File: config.mk
export PLATFORM = sky130hd
export DESIGN_NAME = isro_move_seq
export DESIGN_NICKNAME = d
export VERILOG_FILES = /design/src/rtl/isro_move_seq.sv
export SDC_FILE = /design/constraint.sdc
export NUM_CORES = 1
export LEC_CHECK = 0
export CAP_MARGIN = 10
export CORE_ASPECT_RATIO = 1.1
export CORE_UTILIZATION = 56
export DETAILED_ROUTE_END_ITERATION = 12
export PLACE_DENSITY_LB_ADDON = 0.05
export SYNTH_ARGS = -nofsm -noshare
export SYNTH_HDL_FRONTEND = slang
export SYNTH_SLANG_ARGS = --single-unit
File: constraint.sdc
create_clock -name clk -period 3.69 [get_ports clk]
set_input_delay 0.738 -clock clk [delete_from_list [all_inputs] [get_ports clk]]
set_output_delay 0.738 -clock clk [all_outputs]
set_load 0.005 [all_outputs]
File: src/rtl/isro_move_seq.sv
// isro_move_seq: command sequencer that turns a (steps, gap) burst command
// into evenly spaced single-cycle move pulses for the ISRO state FSM.
// Optional build macro: ISRO_MOVE_STAT_EN adds a saturating moves_total_o
// counter of all move pulses issued since reset.
module isro_move_seq #(
  parameter int CNT_W = 8,
  parameter int GAP_W = 8
) (
  input  logic             clk,
  input  logic             rst_n,
  input  logic             cmd_valid_i,
  output logic             cmd_ready_o,
  input  logic [CNT_W-1:0] cmd_steps_i,
  input  logic [GAP_W-1:0] cmd_gap_i,
  input  logic             abort_i,
  output logic             move_o,
  output logic             busy_o,
  output logic [CNT_W-1:0] steps_left_o,
  output logic             done_o,
`ifdef ISRO_MOVE_STAT_EN
  output logic [15:0]      moves_total_o,
`endif
  output logic             aborted_o
);

  typedef enum logic [1:0] {
    S_IDLE  = 2'd0,
    S_PULSE = 2'd1,
    S_GAP   = 2'd2,
    S_DONE  = 2'd3
  } state_e;

  localparam logic [CNT_W-1:0] CNT_ONE = CNT_W'(1);
  localparam logic [GAP_W-1:0] GAP_ONE = GAP_W'(1);

  state_e           state_q, state_d;
  logic [CNT_W-1:0] steps_q, steps_d;
  logic [GAP_W-1:0] gap_q, gap_d;
  logic [GAP_W-1:0] gcnt_q, gcnt_d;
  logic             aborted_q, aborted_d;
  logic [CNT_W-1:0] steps_dec_s;

  // Floor the decrement at zero so steps_left can never wrap.
  assign steps_dec_s = (steps_q != {CNT_W{1'b0}}) ? (steps_q - CNT_ONE) : {CNT_W{1'b0}};

  // State and datapath registers; reset drops every output immediately.
  always_ff @(posedge clk or negedge rst_n) begin
    if (!rst_n) begin
      state_q   <= S_IDLE;
      steps_q   <= {CNT_W{1'b0}};
      gap_q     <= GAP_ONE;
      gcnt_q    <= {GAP_W{1'b0}};
      aborted_q <= 1'b0;
    end else begin
      state_q   <= state_d;
      steps_q   <= steps_d;
      gap_q     <= gap_d;
      gcnt_q    <= gcnt_d;
      aborted_q <= aborted_d;
    end
  end

  // Next-state logic: accept, pulse, count the gap, finish or abort.
  always_comb begin
    state_d   = state_q;
    steps_d   = steps_q;
    gap_d     = gap_q;
    gcnt_d    = gcnt_q;
    aborted_d = aborted_q;
    case (state_q)
      S_IDLE: begin
        aborted_d = 1'b0;
        // abort is deliberately not looked at here: an accept always wins.
        if (cmd_valid_i) begin
          steps_d = cmd_steps_i;
          gap_d   = (cmd_gap_i == {GAP_W{1'b0}}) ? GAP_ONE : cmd_gap_i;
          state_d = (cmd_steps_i == {CNT_W{1'b0}}) ? S_DONE : S_PULSE;
        end else begin
          state_d = S_IDLE;
        end
      end
      S_PULSE: begin
        // The pulse of this cycle is already out even if abort is seen now.
        if (abort_i) begin
          state_d   = S_DONE;
          aborted_d = 1'b1;
          steps_d   = {CNT_W{1'b0}};
        end else begin
          steps_d = steps_dec_s;
          gcnt_d  = gap_q;
          state_d = (steps_dec_s == {CNT_W{1'b0}}) ? S_DONE : S_GAP;
        end
      end
      S_GAP: begin
        if (abort_i) begin
          state_d   = S_DONE;
          aborted_d = 1'b1;
          steps_d   = {CNT_W{1'b0}};
        end else if (gcnt_q <= GAP_ONE) begin
          state_d = S_PULSE;
        end else begin
          gcnt_d = gcnt_q - GAP_ONE;
        end
      end
      S_DONE: begin
        // aborted_o qualifies done_o only, so clear it on the way out.
        state_d   = S_IDLE;
        aborted_d = 1'b0;
      end
      default: begin
        state_d   = S_IDLE;
        aborted_d = 1'b0;
      end
    endcase
  end

  assign move_o       = (state_q == S_PULSE);
  assign busy_o       = (state_q != S_IDLE);
  assign done_o       = (state_q == S_DONE);
  assign cmd_ready_o  = (state_q == S_IDLE);
  assign steps_left_o = steps_q;
  assign aborted_o    = aborted_q;

`ifdef ISRO_MOVE_STAT_EN
  logic [15:0] moves_total_q;

  // Saturating count of issued move pulses (aborted-cycle pulses included).
  always_ff @(posedge clk or negedge rst_n) begin
    if (!rst_n) begin
      moves_total_q <= 16'd0;
    end else if ((state_q == S_PULSE) && (moves_total_q != 16'hFFFF)) begin
      moves_total_q <= moves_total_q + 16'd1;
    end
  end

  assign moves_total_o = moves_total_q;
`endif

endmodule

# Yosys cells after proc, flatten, opt, wreduce, memory -nomap -nowiden
# Index checks and enable logic that the tools add are counted.
op_classes:
  add_sub_neg: 2
  mul: 0
  div: 0
  order_cmp: 1
  n_eq_ne: 10
  n_shift: 0
  muxes: 19
  bitwise_logic: 0
  n_reduce_logical: 13
op_table:
  columns: ["cell", "n"]
  rows:
  - ["8-bit two-way mux", 8]
  - ["8-bit zero test", 3]
  - ["8-bit case mux with 3 select lines", 1]
  - ["8-bit case mux with 2 select lines", 1]
  - ["8-bit by 1-bit subtractor with 8-bit output (second input constant)", 2]
  - ["2-bit != test (second input constant)", 5]
  - ["8-bit by 1-bit less-or-equal comparator with 1-bit output (second input constant)", 1]
  - ["2-bit two-way mux", 4]
  - ["2-bit case mux with 4 select lines", 1]
  - ["8-bit nonzero test", 1]
  - ["2-bit == test (second input constant)", 2]
  - ["4-bit AND reduction", 1]
  - ["2-bit nonzero test", 2]
  - ["2-bit OR reduction", 2]
  - ["1-bit two-way mux", 3]
  - ["3-bit != test (second input constant)", 1]
  - ["3-bit AND reduction", 1]
  - ["3-bit nonzero test", 1]
  - ["2-bit by 1-bit == test with 1-bit output (second input constant)", 1]
  - ["2-bit zero test", 1]
  - ["2-bit by 1-bit != test with 1-bit output (second input constant)", 1]
  - ["1-bit case mux with 2 select lines", 1]
  - ["2-bit AND reduction", 1]
word_totals:
  reg_bits: 27
  latchBits: 0
  ram_bits: 0
  mem_bits_ro: 0
  inputBits: 20
  out_inout_bits: 13
  word_cells: 50
  n_memories: 0

# Logic depth before layout (Yosys ltp)
# Gate-level depths: netlist of run 1.
logic_depth:
  depth_word: 6
  depth_mapped: 7
  depth_no_buf: 6

# Least setup slack after synthesis of run 1
# Ideal clock, no wire load.
synth_timing:
  kind: "reg-to-reg"
  startpoint: "register steps_q[2], in the netlist steps_left_o[2]"
  endpoint: "register steps_q[7], in the netlist steps_left_o[7]"
  setup_ns: 0.065
  arrival_time_ns: 1.856
  slack_ns: 1.769
  stages_incl_launch_ff: 7
  cell_sequence: "dfrtp_1 buf_6 or4_4 buf_6 or4_4 a21oi_1 o22a_1"
synth_between:
  elab_chain_len: 4
  word_cells_on_any_way: 5
synth_rtl:
  columns: ["item", "line_no", "source"]
  rows:
  - ["start, declared", "37", "logic [CNT_W-1:0] steps_q, steps_d;"]
  - ["start signal, assigned", "50", "steps_q <= {CNT_W{1'b0}};"]
  - ["start signal, assigned", "56", "steps_q <= steps_d;"]
  - ["8-bit by 1-bit subtractor with 8-bit output / 8-bit nonzero test (equally long branches)", "44", "assign steps_dec_s = (steps_q != {CNT_W{1'b0}}) ? (steps_q - CNT_ONE) : {CNT_W{1'b0}};"]
  - ["8-bit two-way mux (*)", "44", null]
  - ["8-bit two-way mux (*)", "84", "if (abort_i) begin"]
  - ["8-bit case mux with 3 select lines (*)", "70", "case (state_q)"]
# Every way passes the cells marked *; elsewhere a longest branch is shown, timed or not.
# A chain may end at the register's enable or synchronous reset.

# Worst setup path in the final report of run 1
layout_timing:
  startpoint: "register state_q[1]"
  endpoint: "output port move_o"
layout_between:
  elab_chain_len: 1
layout_rtl:
  columns: ["item", "line_no", "source"]
  rows:
  - ["start, declared", "36", "state_e state_q, state_d;"]
  - ["start signal, assigned", "55", "state_q <= state_d;"]
  - ["2-bit by 1-bit == test with 1-bit output", "117", "assign move_o = (state_q == S_PULSE);"]
  - ["end, declared", "16", "output logic move_o,"]
# No other way between the ends.

==> metrics.txt, run 1 <==
status finished, final reports clean; main flop type after synthesis dfrtp_1; GPL Wtd Cong around 0.96; Post-CTS Hold Buffers 0; top cell type's share of synthesized area 36.8%; Initial Utilization 58.5%; setup bufs post-CTS 0; ranking of synthesized cells by area dfrtp_1, ha_1, mux2_2; clk_lat worst skew approximately 0.33 ns; root buf cell clkbuf_4; Yosys cell types 53; post-synthesis sequential area ratio around two fifths; critical path fanouts, max 9; Final Instance Area between 2000 and 2500 sq um; Layout Utilization between 60% and 70%; global-route wire length before repair slightly above 7000 um; Placed Area between 2000 and 2500 sq um; number of synthesized flops with an enable pin 0; final hold vios 0; total track usage 27.0%; largest net degree at the start of global routing 28; ant diodes 0; multi-input logic area about 960 sq um; Hold/Removal Path Class register to register; drt initial violations 77; Max-Cap Viols 0; Rel. slew slack between 60% and 70%; Slew Limit Fails 0; wire per inst ~18 um; Pre-antenna DRT Iters 4; Power Density approximately 800 nW/um^2; RSZ-0062 raised after global routing no; Async SR Flop Fraction 100%; startpoint type of the worst setup path register; CORE AREA about 3000 sq um; Worst Tran Pin Value between 0.5 and 0.6 ns; total grt overflow 0; Die X between 50 and 60 um; part of the cycle the worst path needs approximately 67%; worst setup path class register to output pin; Pwr Total approximately 1.7 mW; VDD IR max approximately 0.64 mV; Fin Setup TNS 0 ns; HPWL reported at the end of detailed placement about 3300 um; Yosys reg bits 27; final worst setup slack between 1 and 1.5 ns; Rows 21; DP Worst Slack ~1.1 ns; FILL cells 250; Critical Path AT ~1.7 ns; clock slew at reported path FFs roughly 0.16 ns; final wirelength around 4400 um; CP Data Required Time around 3.0 ns; H-tree depth 1; Boundary Pins 33; post-synth net total around 220; clk buf depth 2; area leader, netlist dfrtp_1; CP max stage cell clkdlybuf4s50_1; DRC violations left 0; Max Fclk approximately 400 MHz; Avg Cell Area, Syn ~9.4 sq um; Worst Skew roughly 0.011 ns; worst-path cell chain inv_1 > ha_1 > clkdlybuf4s50_1; Post-Syn Area between 1500 and 2000 sq um; cts bufs inserted 3; layout cells sized above 1 between 10% and 20%; Setup Viol. Count Final 0; CP Capture Type output pin; routed via count between 1500 and 2000; static leakage 0.875 nW; CTS tree built; biggest cell delay along the critical path between 0.5 and 0.6 ns; Post-CTS Resized 0; full die area 3380 sq um; IO buf count 32; Syn Inst Count ~190; register area 677 sq um; via-per-instance ratio 6.51; fin crit period roughly 2.5 ns; yosys warns 0; vias in the first global route around 1500; # nets final about 240; Area growth, synth to finish 18.7%; initial antenna violation count 0; clock sinks 27; Antenna Nets Post-Route 0; Die H 60.9 um
## final cells by class
type                            instances  area share, %
Clock buffer                            3           1.07
Clock inverter                          1          0.358
Inverter                               17           3.04
Multi-Input combinational cell        133           45.6
Sequential cell                        27           32.3
Tap cell                               34           2.03
Timing Repair Buffer                   33           15.6
## cell families (layout without fill, tap and decap cells)
kind of cell	Yosys count	after routing	synth area share (%)
flops	27	27	38.3
compound gates	57	57	23.5
buf+inv	27	54	7.58
fa+ha+maj	8	8	5.67
simple gates	56	56	17.8
xor+xnor	1	1	0.496
mux	11	11	6.66
## worst max-delay path: cells and delay by family (launching register included)
kind       cells  cell delay (ns)
buf+inv        2             0.65
flops          1             0.45
fa+ha+maj      1             0.32
## path summary, 6_finish.rpt
kind	startpoint	endpoint	slack, ns	depth (start not counted)
setup / recovery	state_q[1]$_DFFE_PN0P_	move_o	1.21	3
max in group asynchronous	rst_n	gap_q[0]$_DFFE_PN1P_	2.62	2
hold reg to reg	gap_q[0]$_DFFE_PN1P_	gap_q[0]$_DFFE_PN1P_	0.51	2
hold / removal	gap_q[0]$_DFFE_PN1P_	gap_q[0]$_DFFE_PN1P_	0.51	2
setup reg to reg	state_q[0]$_DFFE_PN0P_	state_q[0]$_DFFE_PN0P_	1.40	6
min in group asynchronous	rst_n	gcnt_q[4]$_DFFE_PN0P_	0.75	2
## state kept, by name, summed over array words and instances (netlist names)
| name | cells |
|---|---|
| gap_q | 8 |
| gcnt_q | 8 |
| steps_left_o | 8 |
| state_q | 2 |
| aborted_o | 1 |
## cells in the mapped netlist, types with 5 or more instances
library cell	count
dfrtp_1	26
inv_1	17
o21ai_0	12
a21oi_1	10
nand2_1	9
nor2_1	9
ha_1	8
nor3_1	8
mux2_2	6
mux2i_1	5
nand3_1	5
## power by group
| group | internal (mW) | switching, mW | leakage, nW |
|---|---|---|---|
| Combinational | 0.457 | 0.469 | 0.537 |
| Sequential | 0.441 | 0.169 | 0.325 |
| Clock | 0.0415 | 0.0928 | 0.0139 |
## per-layer routing
metal  up-vias  global-route usage, %  routed length, um
met4         0                   16.1                144
met1       786                   32.0               1820
met2        66                   48.0               2250
met5         -                      0                  0
li1        748                      -                  -
met3        14                   3.62                221
## through the flow
step | instances | hold slack (ns)
global placement | 244 | 0.474
floorplan | 187 | 0.442
global route | 248 | 0.542
detailed placement | 244 | 0.488
CTS | 248 | 0.511
finish | 248 | 0.511
## cell usage in the layout, fill, tap and decap left out, types with 2 or more instances in the layout
| master | Yosys | layout |
|---|---|---|
| nor2_1 | 9 | 9 |
| or3_1 | 2 | 2 |
| nor3_1 | 8 | 8 |
| dfrtp_1 | 26 | 26 |
| or4_1 | 2 | 2 |
| a22o_1 | 3 | 3 |
| inv_1 | 17 | 17 |
| nor4_1 | 4 | 4 |
| ha_1 | 8 | 8 |
| o22ai_1 | 2 | 2 |
| o221a_2 | 2 | 2 |
| o311ai_0 | 3 | 3 |
| clkbuf_4 | 0 | 3 |
| clkdlybuf4s50_1 | 0 | 32 |
| or4_4 | 2 | 2 |
| nor2b_1 | 4 | 4 |
| a311o_1 | 2 | 2 |
| a21oi_1 | 10 | 10 |
| o21ai_1 | 4 | 4 |
| o21ai_0 | 12 | 12 |
| a221o_1 | 2 | 2 |
| mux2_2 | 6 | 6 |
| mux2i_1 | 5 | 5 |
| o32ai_1 | 2 | 2 |
| nand2_1 | 9 | 9 |
| nor4b_1 | 2 | 2 |
| nand3_1 | 5 | 5 |
| o211ai_1 | 2 | 2 |
No activity file was read; power rests on OpenSTA's default activity.
==> run 2, diff against run 1 <==
--- a/config.mk
+++ b/config.mk
@@ -7,7 +7,7 @@
 export LEC_CHECK = 0
 export CAP_MARGIN = 10
 export CORE_ASPECT_RATIO = 1.1
-export CORE_UTILIZATION = 56
+export CORE_UTILIZATION = 52
 export DETAILED_ROUTE_END_ITERATION = 12
 export PLACE_DENSITY_LB_ADDON = 0.05
 export SYNTH_ARGS = -nofsm -noshare
==> constraint.sdc (replaced) <==
create_clock -name clk -period 2.5 [get_ports clk]
set_input_delay 0.5 -clock clk [delete_from_list [all_inputs] [get_ports clk]]
set_output_delay 0.5 -clock clk [all_outputs]
set_load 0.005 [all_outputs]
==> metrics.txt, run 2 (synthesis results as in run 1) <==
drt initial violations 98 (+27%); final hold vios 0 (unchanged); ant diodes 0 (unchanged); Placed Area 2090 sq um (+1.1%); Post-CTS Resized 0 (unchanged); grt met1 use 37.4% (+5.3 points); vias in the first global route 1512 (-2.3%); startpoint type of the worst setup path register; status finished with violations; RSZ-0062 raised after global routing no; Final Instance Area 2120 sq um (+1.1%); Fin Hold WS 0.505 ns (-0.00552 ns); setup bufs post-CTS 0 (unchanged); Post-CTS Hold Buffers 0 (unchanged); CP Data Required Time 2.00 ns (-0.95 ns); CP Capture Type output pin; worst setup path class register to output pin; Hold/Removal Path Class primary input to async pin; Setup Viol. Count Final 0 (unchanged); initial antenna violation count 0 (unchanged); routed via count 1582 (-2.0%); Fin Setup TNS 0 ns (unchanged); clock sinks 27 (unchanged); clk buf depth 2 (unchanged); critical path fanouts, max 9 (unchanged); Boundary Pins 33 (unchanged); final wirelength 4220 um (-4.6%); HPWL reported at the end of detailed placement 3100 um (-4.8%); Die X 57.6 um (+3.6%); global-route wire length before repair 7040 um (-0.97%); root buf cell clkbuf_4; Pwr Total 2.48 mW (+49%); IO buf count 32 (unchanged); total track usage 24.7% (-2.3 points); Initial Utilization 56.5% (-2.0 points); Rows 21 (unchanged); Worst Tran Pin Value 0.508 ns (-0.0187 ns); # nets final 246 (+1.2%); DRC violations left 3 (+3); layout cells sized above 1 11.5% (+1.2 points); Antenna Nets Post-Route 0 (unchanged); Layout Utilization 67.8% (-1.6 points); Rel. slew slack 66.1% (+1.2 points); clk_lat worst skew 0.35 ns (+0.02 ns); failing checks DRC; via-per-instance ratio 6.30 (-3.2%); Pre-antenna DRT Iters 8 (+4); static leakage 0.890 nW (+1.6%); total grt overflow 0 (unchanged); Area growth, synth to finish 20.0%; most common cell after layout, fill and taps aside clkdlybuf4s50_1; Power Density 1170 nW/um^2 (+47%); Worst Skew 0.00833 ns (-0.00296 ns); largest net degree at the start of global routing 28 (unchanged); clock slew at reported path FFs 0.18 ns (+0.02 ns); met2 usage 36.3% (-12 points); met3 Use GR 2.46% (-1.2 points); most frequent cells in the layout clkdlybuf4s50_1, dfrtp_1, inv_1; Slew Limit Fails 0 (unchanged); multi-input logic area 956 sq um (unchanged); VDD IR max 0.666 mV (+4.4%); gr busiest metal met1; wire per inst 16.8 um (-5.8%); CTS tree built; Max-Cap Viols 0 (unchanged); full die area 3640 sq um (+7.4%); GPL Wtd Cong 0.838 (-12%); Die H 63.1 um (+3.7%); cts bufs inserted 3 (unchanged); H-tree depth 1 (unchanged); part of the cycle the worst path needs roughly 92%; Max Fclk around 430 MHz; Critical Path AT 1.81 ns (+0.07 ns); register area 677 sq um (unchanged); CORE AREA 3130 sq um (+3.5%); FILL cells 252 (+0.80%); fin crit period between 2 and 2.5 ns
==> run 2: routing by layer <==
layer / vias up / part of all wire [%]
li1: 758 / -
met1: 756 / 49
met3: 6 / 5.3
met2: 62 / 45
met4: 0 / 1.4
met5: - / 0
==> run 2: per-stage QoR <==
step           instances  worst slack [ns]
2_1_floorplan        187             0.579
3_3_place_gp         247             0.466
3_5_place_dp         247             0.423
4_1_cts              251             0.202
5_1_grt              251             0.142
6_report             251             0.193
==> run 2: worst paths after layout <==
path                            slack (ns)  depth (start not counted)                   start                     to
worst max register to register        0.40                          5  state_q[0]$_DFFE_PN0P_  gcnt_q[3]$_DFFE_PN0P_
min in group clk                      0.51                          2    gap_q[0]$_DFFE_PN1P_   gap_q[0]$_DFFE_PN1P_
worst max-delay path                  0.19                          3  state_q[1]$_DFFE_PN0P_                 move_o
worst min register to register        0.51                          2    gap_q[0]$_DFFE_PN1P_   gap_q[0]$_DFFE_PN1P_
worst min-delay path                  0.51                          2                   rst_n  gcnt_q[5]$_DFFE_PN0P_
max in group asynchronous             1.69                          2                   rst_n   gap_q[0]$_DFFE_PN1P_
==> run 2: layout make-up <==
cell class,count,share of cell area [%]
multi-input combinational,133,45.1
sequential,27,31.9
timing repair buffer,36,16.5
inverter,17,3.01
tap,34,2.01
clock buffer,3,1.06
clock inverter,1,0.354
==> run 2: critical path, cell delays in order (launching register included) <==
cell	delay, ns
dfrtp_1	0.45
inv_1	0.10
ha_1	0.35
clkdlybuf4s50_1	0.56
==> run 2: power breakdown <==
group,switching [mW],internal (mW)
Clock,0.156,0.0614
Sequential,0.251,0.651
Combinational,0.677,0.686
==> run 3, diff against run 2 <==
--- a/config.mk
+++ b/config.mk
@@ -5,6 +5,7 @@
 export SDC_FILE = /design/constraint.sdc
 export NUM_CORES = 1
 export LEC_CHECK = 0
+export ABC_AREA = 0
 export CAP_MARGIN = 10
 export CORE_ASPECT_RATIO = 1.1
 export CORE_UTILIZATION = 52
==> results of run 3 <==
Same layout as run 2: the final DEF is identical, and so are final timing and power.
